===== src/rtl/serial_subtractor_if.sv =====
// Start/busy/done handshake bundle for the bit-serial subtractor.
// The overflow signal exists only when SERIAL_SUB_OVF_EN is defined.
interface serial_subtractor_if #(
  parameter int WIDTH = 8
);
  logic             start;
  logic [WIDTH-1:0] a;
  logic [WIDTH-1:0] b;
  logic             busy;
  logic             done;
  logic [WIDTH-1:0] diff;
  logic             borrow_out;
`ifdef SERIAL_SUB_OVF_EN
  logic             overflow;

  modport master (output start, a, b, input busy, done, diff, borrow_out, overflow);
  modport slave  (input start, a, b, output busy, done, diff, borrow_out, overflow);
`else
  modport master (output start, a, b, input busy, done, diff, borrow_out);
  modport slave  (input start, a, b, output busy, done, diff, borrow_out);
`endif
endinterface


===== src/rtl/serial_subtractor.sv =====
// Bit-serial WIDTH-bit subtractor, LSB first, one full-subtractor cell + registered borrow.
// Optional signed-overflow output enabled by defining SERIAL_SUB_OVF_EN.
module serial_subtractor #(
  parameter int WIDTH = 8
) (
  input  logic               clk,
  input  logic               rst_n,
  serial_subtractor_if.slave bus
);
  localparam int CW = (WIDTH > 2) ? $clog2(WIDTH) : 1;

  localparam logic [1:0] ST_IDLE = 2'd0;
  localparam logic [1:0] ST_RUN  = 2'd1;
  localparam logic [1:0] ST_DONE = 2'd2;

  logic [1:0]       r_state;
  logic [WIDTH-1:0] r_sa;
  logic [WIDTH-1:0] r_sb;
  logic [WIDTH-2:0] r_res;
  logic             r_bor;
  logic [CW-1:0]    r_cnt;
  logic [WIDTH-1:0] r_diff;
  logic             r_borrow_out;

  logic             w_d;
  logic             w_bor_nxt;
  logic             w_last;
  logic [WIDTH-1:0] w_res_nxt;

  assign w_d       = r_sa[0] ^ r_sb[0] ^ r_bor;
  assign w_bor_nxt = (~r_sa[0] & r_sb[0]) | (~(r_sa[0] ^ r_sb[0]) & r_bor);
  assign w_last    = (r_cnt == CW'(WIDTH - 1));
  // Each new difference bit enters at the MSB, so after WIDTH shifts bit 0 sits at the LSB.
  assign w_res_nxt = {w_d, r_res};

`ifdef SERIAL_SUB_OVF_EN
  logic r_a_msb;
  logic r_b_msb;
  logic r_overflow;
  logic w_ovf_nxt;

  // w_d on the last RUN edge is the result MSB.
  assign w_ovf_nxt = (r_a_msb != r_b_msb) & (w_d != r_a_msb);

  always_ff @(posedge clk or negedge rst_n) begin
    if (!rst_n) begin
      r_a_msb    <= 1'b0;
      r_b_msb    <= 1'b0;
      r_overflow <= 1'b0;
    end else begin
      if (r_state == ST_IDLE && bus.start) begin
        r_a_msb <= bus.a[WIDTH-1];
        r_b_msb <= bus.b[WIDTH-1];
      end
      if (r_state == ST_RUN && w_last) r_overflow <= w_ovf_nxt;
    end
  end

  assign bus.overflow = r_overflow;
`endif

  always_ff @(posedge clk or negedge rst_n) begin
    if (!rst_n) begin
      r_state      <= ST_IDLE;
      r_sa         <= '0;
      r_sb         <= '0;
      r_res        <= '0;
      r_bor        <= 1'b0;
      r_cnt        <= '0;
      r_diff       <= '0;
      r_borrow_out <= 1'b0;
    end else begin
      case (r_state)
        ST_IDLE: begin
          if (bus.start) begin
            r_sa    <= bus.a;
            r_sb    <= bus.b;
            r_bor   <= 1'b0;
            r_cnt   <= '0;
            r_state <= ST_RUN;
          end
        end
        ST_RUN: begin
          r_sa  <= r_sa >> 1;
          r_sb  <= r_sb >> 1;
          r_res <= w_res_nxt[WIDTH-1:1];
          r_bor <= w_bor_nxt;
          r_cnt <= r_cnt + CW'(1);
          if (w_last) begin
            r_diff       <= w_res_nxt;
            r_borrow_out <= w_bor_nxt;
            r_state      <= ST_DONE;
          end
        end
        ST_DONE: r_state <= ST_IDLE;
        default: r_state <= ST_IDLE;
      endcase
    end
  end

  assign bus.busy       = (r_state == ST_RUN);
  assign bus.done       = (r_state == ST_DONE);
  assign bus.diff       = r_diff;
  assign bus.borrow_out = r_borrow_out;
endmodule

===== src/flat_wrapper.sv =====
// flat-port wrapper written by rule: the top's interface ports become plain ports
module serial_subtractor_flat 
#(
  parameter int WIDTH = 8
)
  (clk, rst_n, bus_start, bus_a, bus_b, bus_busy, bus_done, bus_diff, bus_borrow_out);
  serial_subtractor_if #(.WIDTH(WIDTH)) bus_i ();
  input  logic clk;
  input  logic rst_n;
  input wire logic [$bits(bus_i.start)-1:0] bus_start;
  input wire logic [$bits(bus_i.a)-1:0] bus_a;
  input wire logic [$bits(bus_i.b)-1:0] bus_b;
  output wire logic [$bits(bus_i.busy)-1:0] bus_busy;
  output wire logic [$bits(bus_i.done)-1:0] bus_done;
  output wire logic [$bits(bus_i.diff)-1:0] bus_diff;
  output wire logic [$bits(bus_i.borrow_out)-1:0] bus_borrow_out;
  assign bus_i.start = bus_start;
  assign bus_i.a = bus_a;
  assign bus_i.b = bus_b;
  assign bus_busy = bus_i.busy;
  assign bus_done = bus_i.done;
  assign bus_diff = bus_i.diff;
  assign bus_borrow_out = bus_i.borrow_out;
  serial_subtractor #(.WIDTH(WIDTH)) u_core (.clk(clk), .rst_n(rst_n), .bus(bus_i));
endmodule

===== config.mk =====
export PLATFORM = sky130hd
export DESIGN_NAME = serial_subtractor_flat
export DESIGN_NICKNAME = d
export VERILOG_FILES = /design/src/rtl/serial_subtractor_if.sv /design/src/rtl/serial_subtractor.sv /design/src/flat_wrapper.sv
export SDC_FILE = /design/constraint.sdc
export NUM_CORES = 1
export LEC_CHECK = 0
export CORE_ASPECT_RATIO = 1.25
export CORE_MARGIN = 2
export CORE_UTILIZATION = 30
export CTS_BUF_LIST = sky130_fd_sc_hd__clkbuf_8
export DETAILED_ROUTE_END_ITERATION = 6
export SYNTH_ARGS = -nofsm -noshare
export SYNTH_HDL_FRONTEND = slang
export SYNTH_SLANG_ARGS = --single-unit

===== constraint.sdc =====
create_clock -name clk -period 1.91 [get_ports clk]
set_input_delay 0.191 -clock clk [delete_from_list [all_inputs] [get_ports clk]]
set_output_delay 0.191 -clock clk [all_outputs]
set_load 0.03 [all_outputs]

# Yosys cells after proc, flatten, opt, wreduce, memory -nomap -nowiden
# Cells that the tools add are included.
# classes
add_sub_neg,1
multipliers,0
div_mod_pow,0
n_lt_le_gt_ge,0
n_eq_ne,5
shift,0
mux,11
bitwise,7
n_reduce_logical,5
# ops
operator,count
one-hot mux 8 bit (2 select lines),2
2-to-1 mux 8 bit,2
one-hot mux 3 bit (2 select lines),1
AND reduction 2 bit,3
2-to-1 mux 2 bit,2
one-hot mux 2 bit (2 select lines),1
"adder 3 x 1 -> 3 bit, second input constant",1
"equality test 3 bit, second input constant",1
2-to-1 mux 3 bit,1
bitwise AND 1 bit,2
"equality test 2 x 1 -> 1 bit, second input constant",1
"equality test 2 bit, second input constant",1
zero test 2 bit,1
"inequality test 2 x 1 -> 1 bit, second input constant",1
"inequality test 2 bit, second input constant",1
inverter 1 bit,2
one-hot mux 1 bit (2 select lines),1
nonzero test 2 bit,1
XOR 1 bit,2
2-to-1 mux 1 bit,1
bitwise OR 1 bit,1
# word_totals
register_bits,38
latch_bits,0
ramBits,0
rom_bits,0
inputBits,19
elab_cells,37
memories,0

# Depth between registers and ports, before layout
# depth
word_depth,5
depth_mapped,5

# Least setup slack after synthesis
# OpenSTA, ideal clock, no wires.
# synth_timing
kind,register to register
startpoint,reg u_core.r_cnt[0]
endpoint,"reg u_core.r_diff[0], in the netlist u_core.bus.diff[0]"
t_arrival_ps,1352
slack_ps,433
path_stages_with_launch,6
n_path_buf,1
cell_sequence,dfrtp_1 -> ha_1 -> ha_1 -> nand3b_1 -> buf_2 -> mux2_2
# synth_between
elab_chain_cells,2
# synth_rtl
element,line,text
"start, declared",serial_subtractor.sv:21,logic [CW-1:0] r_cnt;
"start signal, assigned",serial_subtractor.sv:88,r_cnt <= r_cnt + CW'(1);
equality test 3 bit,serial_subtractor.sv:32,assign w_last = (r_cnt == CW'(WIDTH - 1));
AND reduction 2 bit (no line),--,
"end signal, assigned",serial_subtractor.sv:90,r_diff <= w_res_nxt;
"end, declared",serial_subtractor.sv:22,logic [WIDTH-1:0] r_diff;
# Every way passes these cells.
# A chain may end at the register's enable or synchronous reset.

# Worst setup path in the final report
# layout_timing
startpoint,reg u_core.r_state[0]
endpoint,out bus_done
# layout_between
elab_chain_cells,1
# layout_rtl
element,line,text
"start, declared",serial_subtractor.sv:16,logic [1:0] r_state;
"start signal, assigned",serial_subtractor.sv:64,r_state <= ST_IDLE;
"start signal, assigned",serial_subtractor.sv:80,r_state <= ST_RUN;
"start signal, assigned",serial_subtractor.sv:92,r_state <= ST_DONE;
equality test 2 bit,serial_subtractor.sv:102,assign bus.done = (r_state == ST_DONE);
"end, declared",flat_wrapper.sv:14,output wire logic [$bits(bus_i.done)-1:0] bus_done;
# Every way passes these cells.

==> metrics.csv <==
stage,metric,value,unit
synthesis,ys_ff_latch,38,
flow_run,drv_cap,0,
placed_design,dp_cells,223,
clock_network,tritoncts,built,
detailed_routing,vias,1167,
pwr,sequentialPowerShare,0.390,
detailed_routing,drt-pass1-iter-count,4,
pwr,switchingPower,1240,uW
die,core,5520,um2
finish,num-nets-final,188,
sta,tns,0,ns
clock_network,clkTransAtPathRegs,0.07,ns
finish,diodes,0,
critical_path,cp_max_fo,4,
die,die_height,89.0,um
clock_network,cts_num_sinks,38,
detailed_routing,vias_per_cell,5.05,
global_route,grt_pass1_wl,5550,um
finish,fill_cells,527,
synthesis,mappedNetlistArea,1740,um2
critical_path,critPathLaunch,u_core.r_state[0],
clock_network,ctsHoldBuffers,0,
sta,max_slew.worst_pin.slew,0.504,ns
synthesis,syn_inst,136,
critical_path,r2r-start,u_core.r_cnt[0],
sta,relSlewSlack,0.663,
clock_network,cts_setup_buffers,0,
clock_network,cts_root_buffer,clkbuf_8,
detailed_routing,remaining_drc_errors,0,
sta,setup_viol,0,
critical_path,slowest_delay,0.71,ns
pwr,p_int,2340,uW
placed_design,io_buffers,29,
critical_path,setup.worst_path.end_class,output pin,
synthesis,yosysSeqAreaShare,0.548,
pwr,p_sw_frac,0.347,
global_route,antenna_found_initial,0,
clock_network,cts_max_path_buffers,2,
global_route,grt_start_max_net_pins,39,
detailed_routing,drt_wl_total,3320,um
global_route,track_usage,0.114,
finish,drive_gt1_frac,0.192,
sta,fmax,0.567,GHz
clock_network,worstSkewPairLatency,0.29,ns
placed_design,dpl.hpwl,2220,um
detailed_routing,postRouteAntennaNets,0,
sta,min_period,1.76,ns
critical_path,worstSetupStartpointType,flop,
sta,finalHoldViolCount,0,
clock_network,htreeDepth,2,
sta,fin_crit_sh,0.923,
detailed_routing,wl_per_cell,14.4,um
synthesis,syn-num-nets,158,
detailed_routing,drt_iter0_drc,25,
sta,whs,0.329,ns
critical_path,cp.arrival,1.57,ns
worst_hold_path,min_path_type,in -> async,
pwr,power.density,1640,nW/um2
synthesis,ys_warn_count,0,
die,num_rows,30,
die,die-area,6410,um2
synthesis,synth_cell_type_count,26,
critical_path,path_cells,nor2b_1 > clkdlybuf4s50_1,
pwr,irDropWorstVdd,0.494,mV
placed_design,gp_congestion,0.684,
critical_path,crit_slowest_cell,clkdlybuf4s50_1,
sta,finalClockSkew,0.00407,ns
finish,final_cell_count_no_fill,231,
die,initial_core_util,0.315,
global_route,first_global_vias,1181,
die,die-width,72.0,um
clock_network,cts_resized,0,
critical_path,setup.worst_path.class,reg -> out,
die,io_pins,30,
global_route,grt-ovfl-total,0,
status,status,"finished, final reports clean",
clock_network,numCtsBuffers,5,
pwr,power_frac_clock,0.181,
pwr,p_leak,0.000936,uW
critical_path,crit_required,1.72,ns
synthesis,syn_area_per_cell,12.8,um2
pwr,finalPower,3580,uW
pwr,pwr-share-comb,0.429,
finish,area_growth,25.7,%
sta,maxSlewViolCount,0,
sta,rsz0062_at_grt,no,
[metrics by stage]
step	worst slack, ns	area (um2)	utilization
finish	0.148	2180	0.395
global placement	0.262	2070	0.376
CTS	0.131	2180	0.395
detailed placement	0.206	2070	0.376
floorplan	0.433	1740	-
global route	0.0869	2180	0.395
[power by group through the flow]
stage	clock (uW)	sequential, uW	combinational, uW
after floorplan	0	1560	945
after global placement	0	1400	1510
after detailed placement	0	1420	1550
after CTS	668	1410	1560
after global routing	706	1450	1670
final	650	1400	1540
[critical path: cells and delay by family (launching register included)]
kind          cells  cell delay (ns)
flops             1             0.41
buf+inv           1             0.71
simple gates      1             0.16
[cells in the mapped netlist (all sizes together)]
cell type	count	area [um2]
ha	2	25.0
mux2	15	169
nor4b	12	105
clkbuf	4	16.3
a21oi	1	5.00
o221a	2	22.5
mux2i	2	20.0
or4b	2	20.0
o22ai	1	6.26
a22o	4	35.0
a211oi	9	67.6
nor2b	1	6.26
nand3b	1	7.51
buf	7	50.1
inv	16	60.1
o21bai	1	18.8
dfrtp	38	951
nor3b	10	75.1
fa	1	20.0
o21ba	1	10.0
a221oi	3	26.3
nand2b	3	18.8
[path summary, 6_finish.rpt]
check,end,depth (start not counted),slack [ns]
max in group asynchronous,u_core.bus.diff[1],2,1.23
min,u_core.bus.diff[6],2,0.33
min in group clk,u_core.bus.diff[3],1,0.50
max reg2reg,u_core.bus.diff[7],4,0.23
max,bus_done,2,0.15
min reg2reg,u_core.bus.diff[3],1,0.50
[area by class of cell]
cell class / instances / area, um2 / area share
tap: 64 / 80.1 / 0.0367
multi-input combinational: 71 / 658 / 0.302
timing repair buffer: 34 / 325 / 0.149
clock inverter: 3 / 37.5 / 0.0172
sequential: 38 / 951 / 0.436
clock buffer: 5 / 68.8 / 0.0316
inverter: 16 / 60.1 / 0.0275
[layer usage]
metal	up-vias	share of wire	track usage
li1	548	-	-
met1	580	0.46	0.138
met2	33	0.47	0.187
met3	6	0.061	0.0417
met4	0	0.016	0.0412
met5	-	0	0
[registers in the layout, summed over array words and instances, names as in the netlist]
name / flops
u_core.bus.borrow_out: 1
u_core.r_res: 7
u_core.r_bor: 1
u_core.r_cnt: 3
u_core.r_state: 2
u_core.r_sa: 8
u_core.r_sb: 8
u_core.bus.diff: 8
[logic make-up (layout without fill, tap and decap cells)]
logic type / count (synthesis) / count (layout) / share of synthesized area
AO/OA/AOI/OAI: 22 / 22 / 0.110
multiplexers: 17 / 17 / 0.109
adder cells (fa/ha/maj): 3 / 3 / 0.0260
AND/OR/NAND/NOR: 29 / 29 / 0.134
flip-flops: 38 / 38 / 0.548
buffers and inverters: 27 / 58 / 0.0728
[cell usage in the layout, fill, tap and decap left out]
| master | instances |
|---|---|
| a211oi_1 | 9 |
| a21oi_1 | 1 |
| a221oi_1 | 3 |
| a22o_1 | 4 |
| buf_4 | 6 |
| bufinv_16 | 1 |
| clkbuf_8 | 5 |
| clkdlybuf4s50_1 | 28 |
| dfrtp_1 | 38 |
| fa_1 | 1 |
| ha_1 | 2 |
| inv_1 | 17 |
| inv_2 | 1 |
| mux2_2 | 15 |
| mux2i_1 | 2 |
| nand2b_1 | 3 |
| nand3b_1 | 1 |
| nor2b_1 | 1 |
| nor3b_1 | 10 |
| nor4b_1 | 12 |
| o21ba_2 | 1 |
| o21bai_4 | 1 |
| o221a_2 | 2 |
| o22ai_1 | 1 |
| or4b_1 | 2 |
Note: power is estimated with default switching activity, not from simulation.
